[config.mk]
export PLATFORM = sky130hd
export DESIGN_NAME = vectored_int_ctrl_flat
export DESIGN_NICKNAME = d
export VERILOG_FILES = /design/src/rtl/vectored_int_ctrl_pkg.sv /design/src/rtl/vectored_int_ctrl_if.sv /design/src/rtl/vectored_int_ctrl_sync_edge.sv /design/src/rtl/vectored_int_ctrl.sv /design/src/flat_wrapper.sv
export SDC_FILE = /design/constraint.sdc
export NUM_CORES = 1
export LEC_CHECK = 0
export CORE_UTILIZATION = 40
export DETAILED_ROUTE_END_ITERATION = 6
export PLACE_DENSITY = 0.73
export SYNTH_ARGS = -nofsm -noshare
export SYNTH_HDL_FRONTEND = slang
export SYNTH_SLANG_ARGS = --single-unit
export TNS_END_PERCENT = 5
[constraint.sdc]
create_clock -name g_clk -period 5.4 [get_ports g_clk]
set_input_delay 1.08 -clock g_clk [delete_from_list [all_inputs] [get_ports g_clk]]
set_output_delay 1.08 -clock g_clk [all_outputs]
set_load 0.01 [all_outputs]
[src/rtl/vectored_int_ctrl_pkg.sv]
// -----------------------------------------------------------------------------
// int_pkg
// Shared definitions for the vectored priority interrupt controller:
//   - default parameter values for channel count and vector layout
//   - channel mode encodings (edge / level)
//   - priority encoder (lowest set bit wins) returning found flag and index
// -----------------------------------------------------------------------------
package int_pkg;

    localparam int         DEF_N_CH       = 4;
    localparam int         DEF_VEC_W      = 8;
    localparam logic [7:0] DEF_VEC_BASE   = 8'hF0;
    localparam int         DEF_VEC_STRIDE = 1;

    // Largest channel count the priority encoder supports.
    localparam int MAX_CH = 16;

    localparam logic MODE_EDGE  = 1'b1;
    localparam logic MODE_LEVEL = 1'b0;

    typedef struct packed {
        logic       found;
        logic [3:0] idx;
    } prio_t;

    // Lowest-index set bit of vec; channel 0 carries the highest priority.
    function automatic prio_t prio_enc(input logic [MAX_CH-1:0] vec);
        prio_t res;
        res.found = 1'b0;
        res.idx   = 4'd0;
        // Scan downwards so the last hit is the lowest index.
        for (int i = MAX_CH - 1; i >= 0; i--) begin
            if (vec[i]) begin
                res.found = 1'b1;
                res.idx   = 4'(i);
            end else begin
                res = res;
            end
        end
        return res;
    endfunction

endpackage

[src/rtl/vectored_int_ctrl_if.sv]
// -----------------------------------------------------------------------------
// vectored_int_ctrl_if
// Groups the request, configuration and status signals of the interrupt
// controller.
//   int_src     : raw interrupt sources (asynchronous to the clock)
//   mask_in/we  : mask load (bit=1 blocks the channel)
//   mode_in/we  : mode load (bit=1 edge, bit=0 level)
//   ien         : global interrupt enable
//   int_ack     : controller accepts the current request (pulse)
//   int_eoi     : end of interrupt from the handler (pulse)
//   irq_pending : a serviceable request exists
//   irq_vec     : vector of the winning channel
//   pend_out    : pending register
//   in_service  : in-service register
// master = controller/CPU side, slave = interrupt controller.
// -----------------------------------------------------------------------------
interface vectored_int_ctrl_if
    import int_pkg::*;
#(
    parameter int N_CH  = DEF_N_CH,
    parameter int VEC_W = DEF_VEC_W
);
    logic [N_CH-1:0]  int_src;
    logic [N_CH-1:0]  mask_in;
    logic             mask_we;
    logic [N_CH-1:0]  mode_in;
    logic             mode_we;
    logic             ien;
    logic             int_ack;
    logic             int_eoi;
    logic             irq_pending;
    logic [VEC_W-1:0] irq_vec;
    logic [N_CH-1:0]  pend_out;
    logic [N_CH-1:0]  in_service;

    modport master (
        output int_src, mask_in, mask_we, mode_in, mode_we, ien, int_ack, int_eoi,
        input  irq_pending, irq_vec, pend_out, in_service
    );

    modport slave (
        input  int_src, mask_in, mask_we, mode_in, mode_we, ien, int_ack, int_eoi,
        output irq_pending, irq_vec, pend_out, in_service
    );
endinterface

[src/rtl/vectored_int_ctrl_sync_edge.sv]
// -----------------------------------------------------------------------------
// int_sync_edge
// One interrupt channel front end: three-flop synchroniser followed by the
// edge/level capture decision.
//   clk     : clock
//   rst     : asynchronous active-high reset
//   src     : raw asynchronous source
//   mode    : MODE_EDGE or MODE_LEVEL (registered upstream)
//   capture : request to set the channel's pending bit at the next edge
// -----------------------------------------------------------------------------
module int_sync_edge
    import int_pkg::*;
(
    input  logic clk,
    input  logic rst,
    input  logic src,
    input  logic mode,
    output logic capture
);

    logic s1_r;
    logic s2_r;
    logic s3_r;

    // Synchroniser chain; s3 keeps the previous synchronised value for edge detect.
    always_ff @(posedge clk or posedge rst) begin
        if (rst) begin
            s1_r <= 1'b0;
            s2_r <= 1'b0;
            s3_r <= 1'b0;
        end else begin
            s1_r <= src;
            s2_r <= s1_r;
            s3_r <= s2_r;
        end
    end

    // Capture decode: rising edge in edge mode, high level in level mode.
    always_comb begin
        if (mode == MODE_EDGE) begin
            capture = s2_r & ~s3_r;
        end else begin
            capture = s2_r;
        end
    end

endmodule

[src/rtl/vectored_int_ctrl.sv]
// -----------------------------------------------------------------------------
// vectored_int_ctrl
// Vectored, nested priority interrupt controller for N_CH channels.
// Channel 0 has the highest priority. A request is presented when the
// lowest eligible (pending and unmasked) channel out-ranks the lowest
// in-service channel; int_ack moves it from pending to in-service and
// int_eoi retires the highest-priority in-service channel.
//   g_clk : clock, all state updates on the rising edge
//   g_clr : asynchronous active-high reset
//   bus   : request/config/status signals (see vectored_int_ctrl_if)
// -----------------------------------------------------------------------------
module vectored_int_ctrl
    import int_pkg::*;
#(
    parameter int               N_CH       = DEF_N_CH,
    parameter int               VEC_W      = DEF_VEC_W,
    parameter logic [VEC_W-1:0] VEC_BASE   = VEC_W'(DEF_VEC_BASE),
    parameter int               VEC_STRIDE = DEF_VEC_STRIDE
) (
    input  logic                  g_clk,
    input  logic                  g_clr,
    vectored_int_ctrl_if.slave    bus
);

    logic [N_CH-1:0]  mask_r;
    logic [N_CH-1:0]  mode_r;
    logic [N_CH-1:0]  pending_r;
    logic [N_CH-1:0]  in_service_r;

    logic [N_CH-1:0]  capture_s;
    logic [N_CH-1:0]  elig_s;
    logic [N_CH-1:0]  win_oh_s;
    logic [N_CH-1:0]  cur_oh_s;
    logic [N_CH-1:0]  pending_nx_s;
    logic [N_CH-1:0]  in_service_nx_s;
    prio_t            win_s;
    prio_t            cur_s;
    logic [4:0]       win_lvl_s;
    logic [4:0]       cur_lvl_s;
    logic             irq_pending_s;
    logic             ack_take_s;
    logic             eoi_take_s;
    logic [31:0]      vec_sum_s;
    logic [VEC_W-1:0] irq_vec_s;

    for (genvar gi = 0; gi < N_CH; gi++) begin : g_ch
        int_sync_edge u_sync (
            .clk     (g_clk),
            .rst     (g_clr),
            .src     (bus.int_src[gi]),
            .mode    (mode_r[gi]),
            .capture (capture_s[gi])
        );
    end

    // Arbitration: winner, current service level and the outgoing request/vector.
    always_comb begin
        elig_s    = pending_r & ~mask_r;
        win_s     = prio_enc(MAX_CH'(elig_s));
        cur_s     = prio_enc(MAX_CH'(in_service_r));
        win_lvl_s = {1'b0, win_s.idx};
        if (cur_s.found) begin
            cur_lvl_s = {1'b0, cur_s.idx};
        end else begin
            // Nothing in service: every channel may interrupt.
            cur_lvl_s = 5'(N_CH);
        end
        irq_pending_s = bus.ien & win_s.found & (win_lvl_s < cur_lvl_s);
        // 32-bit sum, then truncation gives the modulo-2^VEC_W wrap.
        vec_sum_s = 32'(VEC_BASE) + (32'(win_s.idx) * 32'(VEC_STRIDE));
        if (irq_pending_s) begin
            irq_vec_s = VEC_W'(vec_sum_s);
        end else begin
            irq_vec_s = VEC_BASE;
        end
    end

    // Next pending / in-service values from ack, eoi and fresh captures.
    always_comb begin
        for (int i = 0; i < N_CH; i++) begin
            win_oh_s[i] = win_s.found & (win_s.idx == 4'(i));
            cur_oh_s[i] = cur_s.found & (cur_s.idx == 4'(i));
        end
        ack_take_s = bus.int_ack & irq_pending_s;
        eoi_take_s = bus.int_eoi & cur_s.found;
        // Capture is OR-ed last so a same-edge capture beats the ack clear.
        pending_nx_s    = (pending_r & ~({N_CH{ack_take_s}} & win_oh_s)) | capture_s;
        // Ack and eoi never hit the same bit because the winner out-ranks c.
        in_service_nx_s = (in_service_r | ({N_CH{ack_take_s}} & win_oh_s))
                        & ~({N_CH{eoi_take_s}} & cur_oh_s);
    end

    // Configuration and interrupt state registers.
    always_ff @(posedge g_clk or posedge g_clr) begin
        if (g_clr) begin
            mask_r       <= {N_CH{1'b1}};
            mode_r       <= {N_CH{MODE_EDGE}};
            pending_r    <= {N_CH{1'b0}};
            in_service_r <= {N_CH{1'b0}};
        end else begin
            if (bus.mask_we) begin
                mask_r <= bus.mask_in;
            end
            if (bus.mode_we) begin
                mode_r <= bus.mode_in;
            end
            pending_r    <= pending_nx_s;
            in_service_r <= in_service_nx_s;
        end
    end

    assign bus.irq_pending = irq_pending_s;
    assign bus.irq_vec     = irq_vec_s;
    assign bus.pend_out    = pending_r;
    assign bus.in_service  = in_service_r;

endmodule

[src/flat_wrapper.sv]
// flat-port wrapper written by rule: the top's interface ports become plain ports
module vectored_int_ctrl_flat import int_pkg::*;
#(
    parameter int               N_CH       = DEF_N_CH,
    parameter int               VEC_W      = DEF_VEC_W,
    parameter logic [VEC_W-1:0] VEC_BASE   = VEC_W'(DEF_VEC_BASE),
    parameter int               VEC_STRIDE = DEF_VEC_STRIDE
)
  (g_clk, g_clr, bus_int_src, bus_mask_in, bus_mask_we, bus_mode_in, bus_mode_we, bus_ien, bus_int_ack, bus_int_eoi, bus_irq_pending, bus_irq_vec, bus_pend_out, bus_in_service);
  vectored_int_ctrl_if #(.N_CH(N_CH), .VEC_W(VEC_W)) bus_i ();
  input  logic g_clk;
  input  logic g_clr;
  input wire logic [$bits(bus_i.int_src)-1:0] bus_int_src;
  input wire logic [$bits(bus_i.mask_in)-1:0] bus_mask_in;
  input wire logic [$bits(bus_i.mask_we)-1:0] bus_mask_we;
  input wire logic [$bits(bus_i.mode_in)-1:0] bus_mode_in;
  input wire logic [$bits(bus_i.mode_we)-1:0] bus_mode_we;
  input wire logic [$bits(bus_i.ien)-1:0] bus_ien;
  input wire logic [$bits(bus_i.int_ack)-1:0] bus_int_ack;
  input wire logic [$bits(bus_i.int_eoi)-1:0] bus_int_eoi;
  output wire logic [$bits(bus_i.irq_pending)-1:0] bus_irq_pending;
  output wire logic [$bits(bus_i.irq_vec)-1:0] bus_irq_vec;
  output wire logic [$bits(bus_i.pend_out)-1:0] bus_pend_out;
  output wire logic [$bits(bus_i.in_service)-1:0] bus_in_service;
  assign bus_i.int_src = bus_int_src;
  assign bus_i.mask_in = bus_mask_in;
  assign bus_i.mask_we = bus_mask_we;
  assign bus_i.mode_in = bus_mode_in;
  assign bus_i.mode_we = bus_mode_we;
  assign bus_i.ien = bus_ien;
  assign bus_i.int_ack = bus_int_ack;
  assign bus_i.int_eoi = bus_int_eoi;
  assign bus_irq_pending = bus_i.irq_pending;
  assign bus_irq_vec = bus_i.irq_vec;
  assign bus_pend_out = bus_i.pend_out;
  assign bus_in_service = bus_i.in_service;
  vectored_int_ctrl #(.N_CH(N_CH), .VEC_W(VEC_W), .VEC_BASE(VEC_BASE), .VEC_STRIDE(VEC_STRIDE)) u_core (.g_clk(g_clk), .g_clr(g_clr), .bus(bus_i));
endmodule
# Word level (Yosys, flattened, before mapping)
# Cells that the tools add are included.
[totals] regBits=28 input_bits=19
[op_classes] n_addsub=1 magnitude_cmp=1 n_eq_ne=6 muxes=14 n_bitwise=30 n_reduce_logical=2
[op_table] op="2-to-1 mux 5 bit" count=8
[op_table] op="AND 4 bit" count=5
[op_table] op="AND 1 bit" count=16
[op_table] op="equality test 4 x 2 -> 1 bit (second input constant)" count=4
[op_table] op="inverter 4 bit" count=3
[op_table] op="adder 8 x 4 -> 8 bit (first input constant)" count=1
[op_table] op="equality test 4 x 1 -> 1 bit (second input constant)" count=2
[op_table] op="zero test 4 bit" count=2
[op_table] op="2-to-1 mux 8 bit" count=1
[op_table] op="bitwise OR 4 bit" count=2
[op_table] op="< comparator 4 bit" count=1
[op_table] op="2-to-1 mux 1 bit" count=4
[op_table] op="2-to-1 mux 4 bit" count=1
[op_table] op="inverter 1 bit" count=4

# Longest topological paths before layout
# Gate-level depths: netlist (run 1).
[logic_depth] ltp_word=13 ltp_mapped=8

# Cells and area by module
# Synthesis (run 1) repeated with hierarchy kept, for this count alone.
[hier_totals] hier_cells=103 hier_area_um2=1237.4
[by_module_without_submodules] mod="vectored_int_ctrl" instances=1 cells_each=83 area_per_inst_um2=877.1 seq_area_each_um2=410.4
[by_module_without_submodules] mod="int_sync_edge" instances=4 cells_each=5 area_per_inst_um2=90.1 seq_area_each_um2=75.1

# Worst setup path before layout (run 1)
# No wires, ideal clock.
[synth_path] kind="flip-flop to output port" from="reg u_core.mask_r[0]" to="out bus_irq_vec[0]" arrival_ns=1.786 t_required_ns=4.320 setup_slack_ns=2.534 stages_incl_launch_ff=8 path_buffers=0 path_cell_list="dfstp_2 nand2b_1 nand2_1 a21oi_1 ha_1 nor2_1 nor2_1 nor4b_1"
[synth_via] elab_chain_len=6
[synth_lines] element="start: declaration" line_no="vectored_int_ctrl.sv:25" rtl="logic [N_CH-1:0] mask_r;"
[synth_lines] element="start signal: assignment" line_no="vectored_int_ctrl.sv:96" rtl="mask_r <= {N_CH{1'b1}};"
[synth_lines] element="start signal: assignment" line_no="vectored_int_ctrl.sv:102" rtl="mask_r <= bus.mask_in;"
[synth_lines] element="inverter 4 bit (*)" line_no="vectored_int_ctrl.sv:58" rtl="elig_s = pending_r & ~mask_r;"
[synth_lines] element="AND 4 bit (*)" line_no="vectored_int_ctrl.sv:58"
[synth_lines] element="2-to-1 mux 5 bit (*)" line_no="vectored_int_ctrl_pkg.sv:33" rtl="if (vec[i]) begin"
[synth_lines] element="branches (longest 2 deep; another with adder 8 x 4 -> 8 bit)"
[synth_lines] element="2-to-1 mux 8 bit (*)" line_no="vectored_int_ctrl.sv:71" rtl="if (irq_pending_s) begin"
[synth_lines] element="end: declaration" line_no="flat_wrapper.sv:22" rtl="output wire logic [$bits(bus_i.irq_vec)-1:0] bus_irq_vec;"
# Mark *: on every way between the ends.

# Worst setup path after layout (run 1)
[layout_path] from="in bus_ien" to="out bus_irq_vec[0]"
[layout_via] elab_chain_len=3
[layout_lines] element="start: declaration" line_no="flat_wrapper.sv:18" rtl="input wire logic [$bits(bus_i.ien)-1:0] bus_ien;"
[layout_lines] element="AND 1 bit (2 in series)" line_no="vectored_int_ctrl.sv:68" rtl="irq_pending_s = bus.ien & win_s.found & (win_lvl_s < cur_lvl_s);"
[layout_lines] element="2-to-1 mux 8 bit" line_no="vectored_int_ctrl.sv:71"
# Every way passes these cells.

==> results.json, run 1 <==
{
  "outcome": "finished with violations",
  "failed_checks": "DRC",
  "grt_pass1_vias": 830,
  "gp_congestion": 0.896,
  "arrival_ps": 2790,
  "synth_cells": 102,
  "numPortBuffers": 29,
  "worstPathMaxFanout": 4,
  "synth_adder_area_share_pct": 1.03,
  "critical_path.startpoint_type": "primary input",
  "path_clk_slew_ps": 140,
  "finalSetupViolations": 0,
  "cts_made_buffers": 3,
  "antenna_found_initial": 0,
  "synthesis.area_um2": 1210,
  "fin_crit_sh_pct": 71.6,
  "die_w_um": 57.1,
  "min_from": "u_core.g_ch[2].u_sync.s1_r",
  "p_int_uw": 343,
  "drt_pass1_iterations": 6,
  "hold_depth": 0,
  "power.leakage_uw": 0.000632,
  "wl_um": 2130,
  "vdd_ir_drop_max_mv": 0.142,
  "power_uw": 481,
  "yosysSeqAreaShare_pct": 58.6,
  "ys_types": 31,
  "clockBufferDepth": 2,
  "seq_power_share_pct": 51.9,
  "dp_hpwl_um": 1660,
  "cts_tree": "built",
  "postLayoutCellArea_um2": 1550,
  "grt_pass1_wl_um": 3650,
  "cts_hold_buffers": 0,
  "min_to": "u_core.g_ch[2].u_sync.s2_r",
  "worst_r2r_endpoint": "u_core.bus.pend_out[1]",
  "ant_nets": 0,
  "dp.cells": 160,
  "synth.avg_cell_area_um2": 11.9,
  "core_um2": 2810,
  "vias": 863,
  "wl_per_cell_um": 13.0,
  "cts.sinks": 28,
  "hold_viol_final": 0,
  "worst-r2r-setup-slack_ps": 3070,
  "ctsHtreeMaxLevel": 1,
  "fin_crit_ps": 3870,
  "worstRegToRegCells": 8,
  "required_ps": 4320,
  "final_common_cell": "clkdlybuf4s50_1",
  "rows": 19,
  "clock_skew_ps": 4.02,
  "avgViaCountPerCell": 5.26,
  "power.density_nw_per_um2": 311,
  "root_buffer": "clkbuf_4",
  "finalNonFillerCells": 164,
  "synthMuxAreaShare_pct": 7.42,
  "cts_resized": 0,
  "dieArea_um2": 3260,
  "clock_latency_ps": 310,
  "ys_warn_count": 0,
  "track_usage_pct": 14.7,
  "drc": 7,
  "ys_ff_latch": 28,
  "rsz0062_at_grt": "no",
  "comb_power_share_pct": 28.2,
  "dpl-instance-area_um2": 1510,
  "mostFrequentLayoutCells": "clkdlybuf4s50_1, dfrtp_1, mux2_2, nor2_1, dfstp_2",
  "grt_overflow_total": 0,
  "hp-class": "flop to flop",
  "synthToLayoutAreaGrowth_pct": 27.6,
  "pwr-share-clk_pct": 19.9,
  "num_io_pins": 36,
  "synth_xor_xnor_area_share_pct": 0,
  "r2r_start": "u_core.mask_r[1]",
  "synth_compound_area_share_pct": 12.6,
  "die_h_um": 57.1,
  "drv_slew": 0,
  "initial_utilization_pct": 43.3,
  "cp-end-kind": "primary output",
  "switchingPower_uw": 138,
  "worstMarginPinSlew_ps": 988,
  "yosys.area_share.simple_pct": 15.2,
  "drt_iter0_markers": 45,
  "setup_tns_ps": 0,
  "max_freq_mhz": 258,
  "swShare_pct": 28.7,
  "slew_headroom_pct": 34.1,
  "fin_hold_ws_ps": 366,
  "synth_top_family_by_area": "simple AND/OR/NAND/NOR gates",
  "cap_violations": 0,
  "path_class": "primary input to primary output",
  "post_cts_buffers": 0,
  "num_antenna_cells": 0,
  "grt_max_degree": 29,
  "layout.nets": 154,
  "layout-drive-gt1-share_pct": 16.5,
  "startpoint": "bus_ien"
}
## power groups by stage
stage / sequential [uW] / clock, uW / combinational, uW
3_5_place_dp: 254 / 0 / 135
6_report: 250 / 95.7 / 136
2_1_floorplan: 253 / 0 / 80.1
4_1_cts: 250 / 101 / 136
3_3_place_gp: 252 / 0 / 133
5_1_grt: 254 / 114 / 147
## flip-flops by register name, indices dropped and copies added (netlist names)
signal	cells
u_core.bus.in_service	4
u_core.bus.pend_out	4
u_core.g_ch.u_sync.s1_r	4
u_core.g_ch.u_sync.s2_r	4
u_core.g_ch.u_sync.s3_r	4
u_core.mask_r	4
u_core.mode_r	4
## area by class of cell
type                       instances  area [um2]
clock buffer                       4        36.3
fill                             262        1260
inverter                           3        11.3
multi-input combinational         69         462
sequential                        28         711
tap                               31        38.8
timing repair buffer              29         290
## worst max-delay path by stage
| stage | slack, ps | depth (start not counted) | endpoint |
|---|---|---|---|
| global route | 1460 | 8 | bus_irq_vec[0] |
| CTS | 1560 | 5 | bus_irq_vec[0] |
| global placement | 1620 | 5 | bus_irq_vec[0] |
| floorplan | 2530 | 7 | bus_irq_vec[0] |
| finish | 1530 | 5 | bus_irq_vec[0] |
| detailed placement | 1570 | 5 | bus_irq_vec[0] |
## routing by layer
layer | share of wire [%] | track usage, %
met1 | 43 | 17.8
met2 | 51 | 25.4
met3 | 6.3 | 3.63
met4 | 0 | 5.23
met5 | 0 | 0
## per-stage QoR
step	setup WS (ps)	utilization (%)
2_1_floorplan	2530	-
3_3_place_gp	1620	53.9
3_5_place_dp	1570	53.9
4_1_cts	1560	55.2
5_1_grt	1460	55.2
6_report	1530	55.2
## worst max-delay path, stage by stage
cell and delay [ps]:
clkdlybuf4s50_1 530, inv_1 60, a41o_1 240, nor4b_1 280, clkdlybuf4s50_1 590
## Yosys cell counts
library cell | count | area [um2]
nand2b_1 | 4 | 25.0
nand2_1 | 5 | 18.8
o2111ai_1 | 1 | 8.76
mux2_2 | 8 | 90.1
o21ai_0 | 3 | 15.0
a21oi_1 | 3 | 15.0
ha_1 | 1 | 12.5
dfstp_2 | 8 | 210
o31ai_1 | 1 | 7.51
nand3_1 | 2 | 10.0
o21ai_1 | 3 | 15.0
nor4_1 | 1 | 6.26
nor2_1 | 8 | 30.0
inv_1 | 3 | 11.3
a22o_1 | 3 | 26.3
nor4b_1 | 2 | 17.5
dfrtp_1 | 20 | 500
or4_4 | 1 | 11.3
nor3_1 | 2 | 10.0
nor4_2 | 1 | 12.5
buf_4 | 6 | 45.0
a22oi_1 | 1 | 7.51
conb_1 | 2 | 7.51
o41ai_1 | 1 | 8.76
nand3b_1 | 1 | 7.51
or4b_1 | 1 | 10.0
o22a_1 | 1 | 8.76
nor2b_1 | 4 | 25.0
a21boi_0 | 3 | 22.5
o21a_1 | 1 | 7.51
a41o_1 | 1 | 10.0
## cells by family (layout without fill, tap and decap cells)
group / Yosys count / count (layout)
DFF: 28 / 28
other: 2 / 6
muxes: 8 / 8
AOI/OAI and AO/OA: 22 / 22
adders and majority gates: 1 / 1
and+or+nand+nor: 32 / 32
buffers and inverters: 9 / 36
Note: power is estimated with default switching activity, not from simulation.
==> inputs of run 2 (changes only) <==
- PLACE_DENSITY: 0.73 -> 0.75
- clock period: 5.4 -> 3.25 ns (I/O delays scaled with it)
==> results.json, run 2 (synthesis gave the netlist of run 1 again) <==
{
  "worst_r2r_endpoint": "u_core.bus.pend_out[1]",
  "cts.sinks": 28,
  "fin_crit_sh_pct": 93.3,
  "root_buffer": "clkbuf_4",
  "clock_latency_ps": 320,
  "grt_pass1_vias": 832,
  "cap_violations": 0,
  "path_clk_slew_ps": 140,
  "mostFrequentLayoutCells": "clkdlybuf4s50_1, dfrtp_1, mux2_2, dfstp_2, nor2_1",
  "die_w_um": 57.1,
  "rsz0062_at_grt": "no",
  "grt_max_degree": 29,
  "final_common_cell": "clkdlybuf4s50_1",
  "num_io_pins": 36,
  "ant_nets": 0,
  "numPortBuffers": 29,
  "path_cells": "nand2b_2 > nand2_1 > a21oi_1 > ha_1 > nor2_1 > nor2_2 > nor4b_1 > dlygate4sd2_1",
  "vdd_ir_drop_max_mv": 0.358,
  "critPathBufInv": 1,
  "dp_hpwl_um": 1630,
  "layout.nets": 155,
  "cts_hold_buffers": 0,
  "critical_path.startpoint_type": "flop",
  "arrival_ps": 2380,
  "clockBufferDepth": 2,
  "worst-r2r-setup-slack_ps": 990,
  "worstRegToRegCells": 8,
  "post_cts_buffers": 0,
  "cts_tree": "built",
  "track_usage_pct": 14.6,
  "power.density_nw_per_um2": 549,
  "min_to": "u_core.g_ch[3].u_sync.s2_r",
  "path_class": "flop to primary output",
  "finalSetupViolations": 0,
  "outcome": "finished with violations",
  "drv_slew": 0,
  "gp_congestion": 0.874,
  "ctsHtreeMaxLevel": 1,
  "max_stage_delay_ps": 560,
  "layout-drive-gt1-share_pct": 19.4,
  "postLayoutCellArea_um2": 1590,
  "synthToLayoutAreaGrowth_pct": 30.6,
  "wl_per_cell_um": 13.3,
  "setup_tns_ps": 0,
  "r2r_start": "u_core.mask_r[1]",
  "cts_made_buffers": 3,
  "fin_crit_ps": 3030,
  "clock_skew_ps": 1.76,
  "grt_overflow_total": 0,
  "drt_pass1_iterations": 6,
  "num_antenna_cells": 0,
  "fin_hold_ws_ps": 367,
  "worstPathMaxFanout": 6,
  "max_freq_mhz": 330,
  "hold_viol_final": 0,
  "crit_slowest_cell": "dfstp_2",
  "hp-class": "flop to flop",
  "dpl-instance-area_um2": 1520,
  "dieArea_um2": 3260,
  "drc": 8,
  "crit_family": "simple AND/OR/NAND/NOR gates",
  "vias": 861,
  "min_from": "u_core.g_ch[3].u_sync.s1_r",
  "required_ps": 2600,
  "die_h_um": 57.1,
  "drt_iter0_markers": 32,
  "core_um2": 2810,
  "hold_depth": 0,
  "power.leakage_uw": 0.000673,
  "failed_checks": "DRC",
  "cp-end-kind": "primary output",
  "initial_utilization_pct": 43.3,
  "wl_um": 2200,
  "antenna_found_initial": 0,
  "grt_pass1_wl_um": 3700,
  "rows": 19,
  "avgViaCountPerCell": 5.22
}
==> run 2: worst max path at each step <==
stage,startpoint,to,slack (ps),depth (start not counted)
floorplan,u_core.mask_r[0],bus_irq_vec[0],810,7
detailed placement,bus_ien,bus_irq_vec[0],270,5
finish,u_core.mask_r[1],bus_irq_vec[0],220,8
CTS,u_core.mask_r[1],bus_irq_vec[1],20,9
global placement,bus_ien,bus_irq_vec[0],300,5
global route,u_core.mask_r[0],bus_irq_vec[0],50,8
==> run 2: metrics by stage <==
| step | power, uW | util (%) | std cells | setup WS, ps |
|---|---|---|---|---|
| after global routing | 913 | 56.5 | 165 | 52.8 |
| final | 870 | 56.5 | 165 | 219 |
| after CTS | 872 | 56.3 | 165 | 22.9 |
| after global placement | 642 | 54.2 | 161 | 296 |
| after floorplan | 553 | - | 106 | 814 |
| after detailed placement | 645 | 54.2 | 161 | 267 |
==> run 2: cell type report <==
cell class | count | area [um2]
multi-input cells | 69 | 474
repair buffers | 30 | 298
clock inverters | 1 | 30.0
well taps | 31 | 38.8
clock buffers | 3 | 22.5
fillers | 257 | 1220
inverters | 3 | 11.3
flip-flops and latches | 28 | 711
==> run 2: timing repair <==
item	4_1_cts	5_1_grt
resized for setup	4	2
pin swaps	0	0
endpoints found under the setup margin	3	1
endpoints found under the hold margin	0	0
==> run 2: metal layers <==
| layer | wire [um] | track usage, % |
|---|---|---|
| met4 | 16 | 3.14 |
| met3 | 130 | 4.76 |
| met5 | 0 | 0 |
| met1 | 1010 | 18.4 |
| met2 | 1050 | 24.5 |
==> run 2: where the power goes <==
part	internal [uW]	leakage [uW]	switching, uW
clock network	125	0.0000279	99.0
logic	115	0.000330	115
registers	387	0.000315	29.6
